==> src/rtl/i2c_cfg_pkg.sv <==
// Shared definitions for the I2C configuration sequencer: opcodes, FSM states
// and table-entry field layout {op, dev, reg, data}.
package i2c_cfg_pkg;

  localparam int unsigned OP_W  = 2;
  localparam int unsigned DEV_W = 8;

  typedef enum logic [OP_W-1:0] {
    OP_WRITE  = 2'd0,
    OP_VERIFY = 2'd1,
    OP_DELAY  = 2'd2,
    OP_END    = 2'd3
  } op_e;

  typedef enum logic [2:0] {
    ST_IDLE,
    ST_FETCH,
    ST_ISSUE,
    ST_WAIT,
    ST_CHECK,
    ST_DELAY,
    ST_DONE,
    ST_FAIL
  } state_e;

  function automatic int unsigned entry_w(int unsigned ra_w, int unsigned d_w);
    return OP_W + DEV_W + ra_w + d_w;
  endfunction

  function automatic int unsigned op_lsb(int unsigned ra_w, int unsigned d_w);
    return DEV_W + ra_w + d_w;
  endfunction

  function automatic int unsigned dev_lsb(int unsigned ra_w, int unsigned d_w);
    return ra_w + d_w;
  endfunction

endpackage

==> src/rtl/cfg_delay_cnt.sv <==
// Down-counter for DELAY entries: load a count, decrement on request, flag zero.
module cfg_delay_cnt #(
  parameter int unsigned CW = 18
) (
  input  logic          clk,
  input  logic          rst,
  input  logic          load_i,
  input  logic [CW-1:0] load_val_i,
  input  logic          dec_i,
  output logic          zero_o
);

  logic [CW-1:0] cnt_q, cnt_d;
  logic          zero_q;

  always_comb begin
    cnt_d = cnt_q;
    if (load_i) begin
      cnt_d = load_val_i;
    end else if (dec_i && (cnt_q != '0)) begin
      cnt_d = cnt_q - CW'(1);
    end
  end

  // Zero flag tracks the next count so it is valid the cycle after a load.
  always_ff @(posedge clk) begin
    if (rst) begin
      cnt_q  <= '0;
      zero_q <= 1'b1;
    end else begin
      cnt_q  <= cnt_d;
      zero_q <= (cnt_d == '0);
    end
  end

  assign zero_o = zero_q;

endmodule

==> src/rtl/i2c_cfg_seq.sv <==
// Walks an external register table and drives an I2C master request channel,
// with per-entry retries, read-back verification and programmable delays.
module i2c_cfg_seq
  import i2c_cfg_pkg::*;
#(
  parameter int unsigned TBL_AW    = 9,
  parameter int unsigned RA_W      = 8,
  parameter int unsigned D_W       = 8,
  parameter int unsigned MAX_RETRY = 3,
  parameter int unsigned DLY_SHIFT = 10
) (
  input  logic                      clk,
  input  logic                      rst,
  input  logic                      start,
  input  logic [TBL_AW-1:0]         tbl_size,
  output logic [TBL_AW-1:0]         tbl_index,
  input  logic [2+8+RA_W+D_W-1:0]   tbl_entry,
  output logic                      i2c_req,
  input  logic                      i2c_ack,
  output logic                      i2c_rd,
  output logic [7:0]                i2c_dev,
  output logic [RA_W-1:0]           i2c_reg,
  output logic [D_W-1:0]            i2c_wdata,
  input  logic                      i2c_done,
  input  logic                      i2c_nack,
  input  logic [D_W-1:0]            i2c_rdata,
  output logic                      busy,
  output logic                      done,
  output logic                      fail,
  output logic [TBL_AW-1:0]         fail_index,
  output logic [7:0]                err_cnt
);

  localparam int unsigned OP_LSB  = op_lsb(RA_W, D_W);
  localparam int unsigned DEV_LSB = dev_lsb(RA_W, D_W);
  localparam int unsigned CNT_W   = D_W + DLY_SHIFT;
  localparam int unsigned RTY_W   = (MAX_RETRY < 2) ? 1 : $clog2(MAX_RETRY + 1);

  state_e              state_q, state_d;
  op_e                 op_q, op_d, f_op;
  logic [TBL_AW-1:0]   idx_q, idx_d, size_q, size_d, fidx_q, fidx_d;
  logic [DEV_W-1:0]    dev_q, dev_d;
  logic [RA_W-1:0]     reg_q, reg_d;
  logic [D_W-1:0]      data_q, data_d, rdata_q, rdata_d;
  logic [RTY_W-1:0]    retry_q, retry_d;
  logic [7:0]          err_q, err_d;
  logic                done_q, done_d, fail_q, fail_d;
  logic                req_q, req_d, rd_q, rd_d, busy_q, busy_d;
  logic                pass_c, retry_c;
  logic                dly_load, dly_dec, dly_zero;
  logic [CNT_W-1:0]    f_dly, dly_val;

  assign f_op  = op_e'(tbl_entry[OP_LSB +: OP_W]);
  assign f_dly = CNT_W'(tbl_entry[D_W-1:0]) << DLY_SHIFT;

  always_comb begin
    state_d  = state_q;
    op_d     = op_q;
    idx_d    = idx_q;
    size_d   = size_q;
    fidx_d   = fidx_q;
    dev_d    = dev_q;
    reg_d    = reg_q;
    data_d   = data_q;
    rdata_d  = rdata_q;
    retry_d  = retry_q;
    err_d    = err_q;
    done_d   = done_q;
    fail_d   = fail_q;
    pass_c   = 1'b0;
    retry_c  = 1'b0;
    dly_load = 1'b0;
    dly_dec  = 1'b0;
    // DELAY state occupies exactly N cycles, so preload N-1 (minimum one cycle).
    dly_val  = (f_dly == '0) ? '0 : f_dly - CNT_W'(1);

    case (state_q)
      ST_IDLE, ST_DONE, ST_FAIL: begin
        if (start) begin
          state_d = ST_FETCH;
          idx_d   = '0;
          size_d  = tbl_size;
          fidx_d  = '0;
          retry_d = '0;
          err_d   = '0;
          done_d  = 1'b0;
          fail_d  = 1'b0;
        end
      end
      ST_FETCH: begin
        op_d   = f_op;
        dev_d  = tbl_entry[DEV_LSB +: DEV_W];
        reg_d  = tbl_entry[D_W +: RA_W];
        data_d = tbl_entry[D_W-1:0];
        if ((idx_q >= size_q) || (f_op == OP_END)) begin
          state_d = ST_DONE;
          done_d  = 1'b1;
        end else if (f_op == OP_DELAY) begin
          state_d  = ST_DELAY;
          dly_load = 1'b1;
        end else begin
          state_d = ST_ISSUE;
        end
      end
      ST_ISSUE: begin
        if (i2c_ack) state_d = ST_WAIT;
      end
      ST_WAIT: begin
        if (i2c_done) begin
          if (i2c_nack) begin
            retry_c = 1'b1;
          end else begin
            rdata_d = i2c_rdata;
            state_d = ST_CHECK;
          end
        end
      end
      ST_CHECK: begin
        if ((op_q == OP_VERIFY) && (rdata_q != data_q)) retry_c = 1'b1;
        else                                            pass_c  = 1'b1;
      end
      ST_DELAY: begin
        if (dly_zero) pass_c  = 1'b1;
        else          dly_dec = 1'b1;
      end
      default: state_d = ST_IDLE;
    endcase

    if (pass_c) begin
      idx_d   = idx_q + TBL_AW'(1);
      retry_d = '0;
      state_d = ST_FETCH;
    end

    if (retry_c) begin
      err_d = (err_q == 8'hFF) ? err_q : err_q + 8'd1;
      if (retry_q < RTY_W'(MAX_RETRY)) begin
        retry_d = retry_q + RTY_W'(1);
        state_d = ST_ISSUE;
      end else begin
        state_d = ST_FAIL;
        fail_d  = 1'b1;
        fidx_d  = idx_q;
      end
    end

    req_d  = (state_d == ST_ISSUE);
    rd_d   = (op_d == OP_VERIFY);
    busy_d = !((state_d == ST_IDLE) || (state_d == ST_DONE) || (state_d == ST_FAIL));
  end

  always_ff @(posedge clk) begin
    if (rst) begin
      state_q <= ST_IDLE;
      op_q    <= OP_WRITE;
      idx_q   <= '0;
      size_q  <= '0;
      fidx_q  <= '0;
      dev_q   <= '0;
      reg_q   <= '0;
      data_q  <= '0;
      rdata_q <= '0;
      retry_q <= '0;
      err_q   <= '0;
      done_q  <= 1'b0;
      fail_q  <= 1'b0;
      req_q   <= 1'b0;
      rd_q    <= 1'b0;
      busy_q  <= 1'b0;
    end else begin
      state_q <= state_d;
      op_q    <= op_d;
      idx_q   <= idx_d;
      size_q  <= size_d;
      fidx_q  <= fidx_d;
      dev_q   <= dev_d;
      reg_q   <= reg_d;
      data_q  <= data_d;
      rdata_q <= rdata_d;
      retry_q <= retry_d;
      err_q   <= err_d;
      done_q  <= done_d;
      fail_q  <= fail_d;
      req_q   <= req_d;
      rd_q    <= rd_d;
      busy_q  <= busy_d;
    end
  end

  cfg_delay_cnt #(
    .CW(CNT_W)
  ) u_dly (
    .clk        (clk),
    .rst        (rst),
    .load_i     (dly_load),
    .load_val_i (dly_val),
    .dec_i      (dly_dec),
    .zero_o     (dly_zero)
  );

  assign tbl_index  = idx_q;
  assign i2c_req    = req_q;
  assign i2c_rd     = rd_q;
  assign i2c_dev    = dev_q;
  assign i2c_reg    = reg_q;
  assign i2c_wdata  = data_q;
  assign busy       = busy_q;
  assign done       = done_q;
  assign fail       = fail_q;
  assign fail_index = fidx_q;
  assign err_cnt    = err_q;

endmodule
==> config.mk <==
export PLATFORM = sky130hd
export DESIGN_NAME = i2c_cfg_seq
export DESIGN_NICKNAME = d
export VERILOG_FILES = /design/src/rtl/i2c_cfg_pkg.sv /design/src/rtl/cfg_delay_cnt.sv /design/src/rtl/i2c_cfg_seq.sv
export SDC_FILE = /design/constraint.sdc
export NUM_CORES = 1
export LEC_CHECK = 0
export BUFFER_PORTS_ARGS = -buffer_cell sky130_fd_sc_hd__buf_2
export CORE_MARGIN = 4
export CORE_UTILIZATION = 40
export CTS_CLUSTER_SIZE = 14
export DETAILED_ROUTE_END_ITERATION = 7
export GPL_ROUTABILITY_DRIVEN = 0
export GPL_TIMING_DRIVEN = 1
export SLEW_MARGIN = 40
export SYNTH_ARGS = -nofsm -noshare
export SYNTH_HDL_FRONTEND = slang
export SYNTH_SLANG_ARGS = --single-unit
==> constraint.sdc <==
create_clock -name clk -period 3.35 [get_ports clk]
set_clock_uncertainty 0.15 [all_clocks]
set_input_delay 0.335 -clock clk [delete_from_list [all_inputs] [get_ports clk]]
set_output_delay 0.335 -clock clk [all_outputs]
set_load 0.005 [all_outputs]
Yosys cells after proc, flatten, opt, wreduce, memory -nomap -nowiden:

Cells that the tools add are included.
W data, S select, Z words.

* bits in registers: 98
* output and inout port bits: 55

* $lt $le $gt $ge: 2
* muxes and demuxes: 49
* equal/unequal tests: 19
* add/subtract/negate cells: 5
* reductions and logical operators: 22
* bitwise operators: 1

Operators with widths (number)
* $mux W9: 7
* $mux W18: 3
* $logic_not A18 Y1: 2
* $sub A18 B1 Y18 const B: 2
* $mux W8: 4
* $mux W3: 9
* $eq A3 B3 Y1 const B: 6
* $reduce_bool A18 Y1: 1
* $mux W1: 16
* $mux W2: 6
* $pmux W3 S4: 1
* $reduce_bool A2 Y1: 5
* $add A9 B1 Y9 const B: 1
* $eq A3 B2 Y1 const B: 3
* $ge A9 B9 Y1: 1
* $reduce_and A3 Y1: 3
* $add A8 B1 Y8 const B: 1
* $eq A8 B8 Y1 const B: 1
* $ne A8 B8 Y1: 1
* $logic_not A3 Y1: 2
* $ne A2 B2 Y1 const B: 3
* $pmux W1 S2: 3
* $eq A2 B1 Y1 const B: 2
* $eq A2 B2 Y1 const B: 2
* other kinds (9): 13

Longest topological paths before layout:

* depth after elaboration: 10
* gate-level depth with buffers: 10
* depth with buffers taken out: 9

Hierarchy:

From an unflattened synthesis, not the netlist that was laid out.

* cell total of the unflattened synthesis: 633
* area, all modules: 5123.7 um2

Modules (own cells, without submodules)
* i2c_cfg_seq: times used 1, cells each 478, sequential area each 1581.5 um2, area an instance 3829.9 um2
* cfg_delay_cnt: times used 1, cells each 155, sequential area each 380.4 um2, area an instance 1293.7 um2

Least setup slack after synthesis:

OpenSTA, ideal clock, no wires.

* kind: reg2reg
* from: register idx_q[0], in the netlist tbl_index[0]
* to: register u_dly.zero_q, in the netlist u_dly.zero_o
* period minus slack after synthesis: 2.399 ns
* data arrival time: 2.190 ns
* cell stages (with the launch flop): 11
* required time: 3.141 ns
* path slack: 0.951 ns
* setup time: 0.059 ns
* cell sequence: dfxtp_1 > inv_1 > ha_1 > nor2b_1 > o21ai_1 > a211oi_1 > and3_2 > buf_4 > o21ai_0 > nor4_1 > a41o_1

* longest elaborated chain between the ends: 6

RTL lines
* from (decl): line i2c_cfg_seq.sv:41 `logic [TBL_AW-1:0] idx_q, idx_d, size_q, size_d, fidx_q, fidx_d;`
* from (signal assigned): line i2c_cfg_seq.sv:173 `idx_q <= idx_d;`
* $ge A9 B9 Y1: line i2c_cfg_seq.sv:95 `if ((idx_q >= size_q) || (f_op == OP_END)) begin`
* $logic_or A1 B1 Y1: line i2c_cfg_seq.sv:95
* $mux W1: line i2c_cfg_seq.sv:95
* $mux W1: line i2c_cfg_seq.sv:77 `case (state_q)`
* $mux W18: line cfg_delay_cnt.sv:18 `if (load_i) begin`
* $logic_not A18 Y1: line cfg_delay_cnt.sv:32 `zero_q <= (cnt_d == '0);`
* to (signal assigned): line cfg_delay_cnt.sv:32
* to (decl): line cfg_delay_cnt.sv:14 `logic zero_q;`

No other way between the ends.
A chain may end at the register's enable or synchronous reset.

Worst setup path after layout:

Same ends and word-level chain as after synthesis.

==> impl_metrics.tcl <==
set metrics [dict create \
    final_nets 764 \
    critPathKind "flop to flop" \
    synth_nets 670 \
    clock_insertion_delay_worst_skew_ns 0.35 \
    p_clk_share_pct 25.9 \
    timing.critical_path.slowest_cell_delay_ns 0.47 \
    ctsHoldBuffers 0 \
    cts_root_buffer "sky130_fd_sc_hd__clkbuf_16" \
    worst_setup_path_startpoint "tbl_index[0]$_SDFFE_PP0P_" \
    final.hold.worst_slack_ns 0.0644 \
    postRouteAntennaNets 0 \
    parity_gate_share_of_the_synthesized_area_counting_xor_and_xnor_cells_pct 4.28 \
    tritoncts_clock_tree "yes" \
    post_synth_num_cell_types 60 \
    cts_max_level 3 \
    synth-adder-area-share_pct 3.56 \
    drc 0 \
    worstSetupEndpointType "flop" \
    dr_total_vias 4501 \
    drt_iter0_markers 265 \
    area.growth.synth_to_final_pct 18.0 \
    cts_num_sinks 98 \
    synth_top_cells_by_area "sky130_fd_sc_hd__dfxtp_1, sky130_fd_sc_hd__nand2_1, sky130_fd_sc_hd__a21oi_1, sky130_fd_sc_hd__nor2_1, sky130_fd_sc_hd__ha_1" \
    number_of_antenna_violations_at_the_first_check_in_global_routing 0 \
    p_comb_share_pct 34.9 \
    ys.warnings.count 0 \
    setup_viol_count_final 0 \
    die-height_microns 119 \
    timing.max_slew.rel_slack_pct 49.7 \
    power_leakage_nw 2.41 \
    post_cts_buffers 0 \
    top_register "u_dly.cnt_q" \
    postSynthRegisterBits 98 \
    synth.largest_area_cell "sky130_fd_sc_hd__dfxtp_1" \
    outcome "finished, final reports clean" \
    synthMuxAreaShare_pct 2.67 \
    critical_path_cell_by_cell "inv_1, ha_1, nor2b_1, o21ai_1, a211oi_1, buf_4, and3_2, o21ai_0, nor4_1, a41o_1" \
    most_used_dff_post_synth "sky130_fd_sc_hd__dfxtp_1" \
    grt_start_max_net_pins 39 \
    max-vdd-ir-drop_uv 430 \
    reg2reg_from "tbl_index[0]$_SDFFE_PP0P_" \
    crit_path_top_delay_cell "sky130_fd_sc_hd__dfxtp_1" \
    first_global_vias 4360 \
    floorplan.die_area_sq_um 14100 \
    routed_via_density 5.28 \
    postSynth.asyncResetShare_pct 0 \
    post_synthesis_sequential_area_ratio_pct 39.9 \
    p_per_area_nw_per_um2 668 \
    clkTransAtPathRegs_ns 0.07 \
    gr-usage-all-layers_pct 18.5 \
    switching_share_pct 37.9 \
    largest_register_ffs 18 \
    hold_viol 0 \
    setup.worst_path.start_class "flop" \
    routedWlPerCell_microns 15.1 \
    min-delay-path-class "input port to flop" \
    synth-edff-count 0 \
    timing.critical_path.arrival_ns 2.88 \
    avgSynthCellArea_sq_um 8.10 \
    min_period_ns 2.73 \
    cap_viol_max_count 0 \
    simple_logic_cell_fraction_of_the_synthesized_area_pct 27.7 \
    cts-buffers-inserted 9 \
    drive_gt1_share_pct 20.4 \
    timing.final.crit_share_pct 81.6 \
    tightestPinTransition_ns 0.748 \
    clock_path_buffers 2 \
    placement_rows 40 \
    core_area_sq_um 12000 \
    synth_compound_area_share_pct 17.1 \
    hpwlAfterDp_mm 9.52 \
    n_antenna_cell 0 \
    timing.setup.tns_ns 0 \
    portBuffers 103 \
    grt_pass1_wl_mm 21.4 \
    worstHoldStart "tbl_entry[13]" \
    drt_pre_antenna_iters 4 \
    die_w_microns 119 \
    synth_largest_type_area_fraction_pct 39.9 \
    cts_repair_resize_count 0 \
    synth_cells 607 \
    io_pins 104 \
    p_sw_mw 1.47 \
    crit_required_ns 3.50 \
    cellInternalPower_mw 2.41 \
    fmax_mhz 366 \
    sequentialPowerShare_pct 39.2 \
    post_synth_instance_area_sq_um 4910 \
    drv_slew 0 \
    initial_core_util_pct 40.9 \
    largest_family_of_logic_cells_by_synthesized_area "simple AND/OR/NAND/NOR gates" \
    wirelength_mm 12.9 \
    overflow 0 \
    worst-path-max-fanout 8 \
    grt_setup_unrepaired "no" \
]
==> layout by cell type (no fill, tap or decap), types with 5 or more instances in the layout <==
master and count:
sky130_fd_sc_hd__nand2_1 109, sky130_fd_sc_hd__buf_2 103, sky130_fd_sc_hd__nand3b_1 6, sky130_fd_sc_hd__xnor2_1 18
sky130_fd_sc_hd__mux2i_1 12, sky130_fd_sc_hd__nor2_1 51, sky130_fd_sc_hd__o2111ai_1 5, sky130_fd_sc_hd__or4_1 5
sky130_fd_sc_hd__nand3_1 19, sky130_fd_sc_hd__and3_1 9, sky130_fd_sc_hd__xor2_1 6, sky130_fd_sc_hd__nand4_1 7
sky130_fd_sc_hd__o21ai_0 24, sky130_fd_sc_hd__ha_1 14, sky130_fd_sc_hd__dfxtp_1 98, sky130_fd_sc_hd__or3_1 7
sky130_fd_sc_hd__nor3_1 16, sky130_fd_sc_hd__buf_4 8, sky130_fd_sc_hd__a21oi_1 81, sky130_fd_sc_hd__and2_1 7
sky130_fd_sc_hd__nor2b_1 9, sky130_fd_sc_hd__inv_1 18, sky130_fd_sc_hd__clkbuf_16 9
==> worst max-delay path: cells and delay by family (launching register included) <==
| kind | cells | cell delay (ns) |
|---|---|---|
| AND/OR/NAND/NOR | 3 | 0.74 |
| AO/OA/AOI/OAI | 4 | 0.74 |
| flip-flops | 1 | 0.47 |
| adder cells (fa/ha/maj) | 1 | 0.29 |
| buffers and inverters | 2 | 0.26 |
==> routing by layer <==
| layer | global-route usage, % | share of wire (%) | wire length [microns] |
|---|---|---|---|
| met1 | 22.6 | 44 | 5620 |
| met2 | 31.9 | 51 | 6510 |
| met3 | 4.84 | 4.1 | 531 |
| met4 | 5.94 | 1.7 | 214 |
| met5 | 0 | 0 | 0 |
==> layout make-up <==
| class | count | area (sq um) |
|---|---|---|
| fillers | 1221 | 6210 |
| flip-flops and latches | 98 | 1960 |
| well taps | 147 | 184 |
| inverters | 19 | 71.3 |
| repair buffers | 111 | 576 |
| clock inverters | 7 | 60.1 |
| multi-input cells | 462 | 2720 |
| clock buffers | 9 | 225 |
==> final timing paths <==
check                                 end  slack (ns)  depth (start not counted)
setup reg to reg  u_dly.zero_o$_SDFF_PP1_        0.62                         10
hold reg to reg   i2c_reg[5]$_SDFFE_PP0P_        0.31                          2
setup / recovery  u_dly.zero_o$_SDFF_PP1_        0.62                         10
hold / removal    i2c_reg[5]$_SDFFE_PP0P_        0.06                          3
==> power by group through the flow <==
stage,registers (mW),logic [mW],clock network (mW)
2_1_floorplan,1.49,0.993,0
3_3_place_gp,1.54,1.33,0
3_5_place_dp,1.55,1.36,0
4_1_cts,1.52,1.36,1.05
5_1_grt,1.55,1.53,1.10
6_report,1.52,1.35,1.00
==> synth_stat cells, types with 5 or more instances <==
cell type / instances
sky130_fd_sc_hd__nand3b_1: 6
sky130_fd_sc_hd__nand3_1: 19
sky130_fd_sc_hd__inv_1: 18
sky130_fd_sc_hd__and2_1: 7
sky130_fd_sc_hd__o21ai_0: 24
sky130_fd_sc_hd__nor2b_1: 9
sky130_fd_sc_hd__clkbuf_1: 18
sky130_fd_sc_hd__mux2i_1: 12
sky130_fd_sc_hd__ha_1: 14
sky130_fd_sc_hd__dfxtp_1: 98
sky130_fd_sc_hd__nor3_1: 16
sky130_fd_sc_hd__or4_1: 5
sky130_fd_sc_hd__and3_1: 9
sky130_fd_sc_hd__xnor2_1: 18
sky130_fd_sc_hd__o2111ai_1: 5
sky130_fd_sc_hd__nand2_1: 109
sky130_fd_sc_hd__nor2_1: 51
sky130_fd_sc_hd__xor2_1: 6
sky130_fd_sc_hd__nand4_1: 7
sky130_fd_sc_hd__or3_1: 7
sky130_fd_sc_hd__a21oi_1: 81
==> stage by stage <==
step                      total power [mW]  instances  area (sq um)  setup slack [ns]  util, %
after floorplan                       2.49        607          4910             0.951        -
after global placement                2.87        837          5520             0.718     45.9
after detailed placement              2.90        837          5520             0.670     45.9
after CTS                             3.93        853          5800             0.643     48.3
after global routing                  4.17        853          5800             0.332     48.3
final                                 3.88        853          5800             0.618     48.3
==> cells by family after synthesis <==
| kind of cell | count (synthesis) |
|---|---|
| AOI/OAI and AO/OA | 141 |
| xor gates and xnor gates | 24 |
| adders and majority gates | 14 |
| buffers and inverters | 47 |
| DFF | 98 |
| muxes | 13 |
| and+or+nand+nor | 270 |
Power figures use the tool's default switching activity.
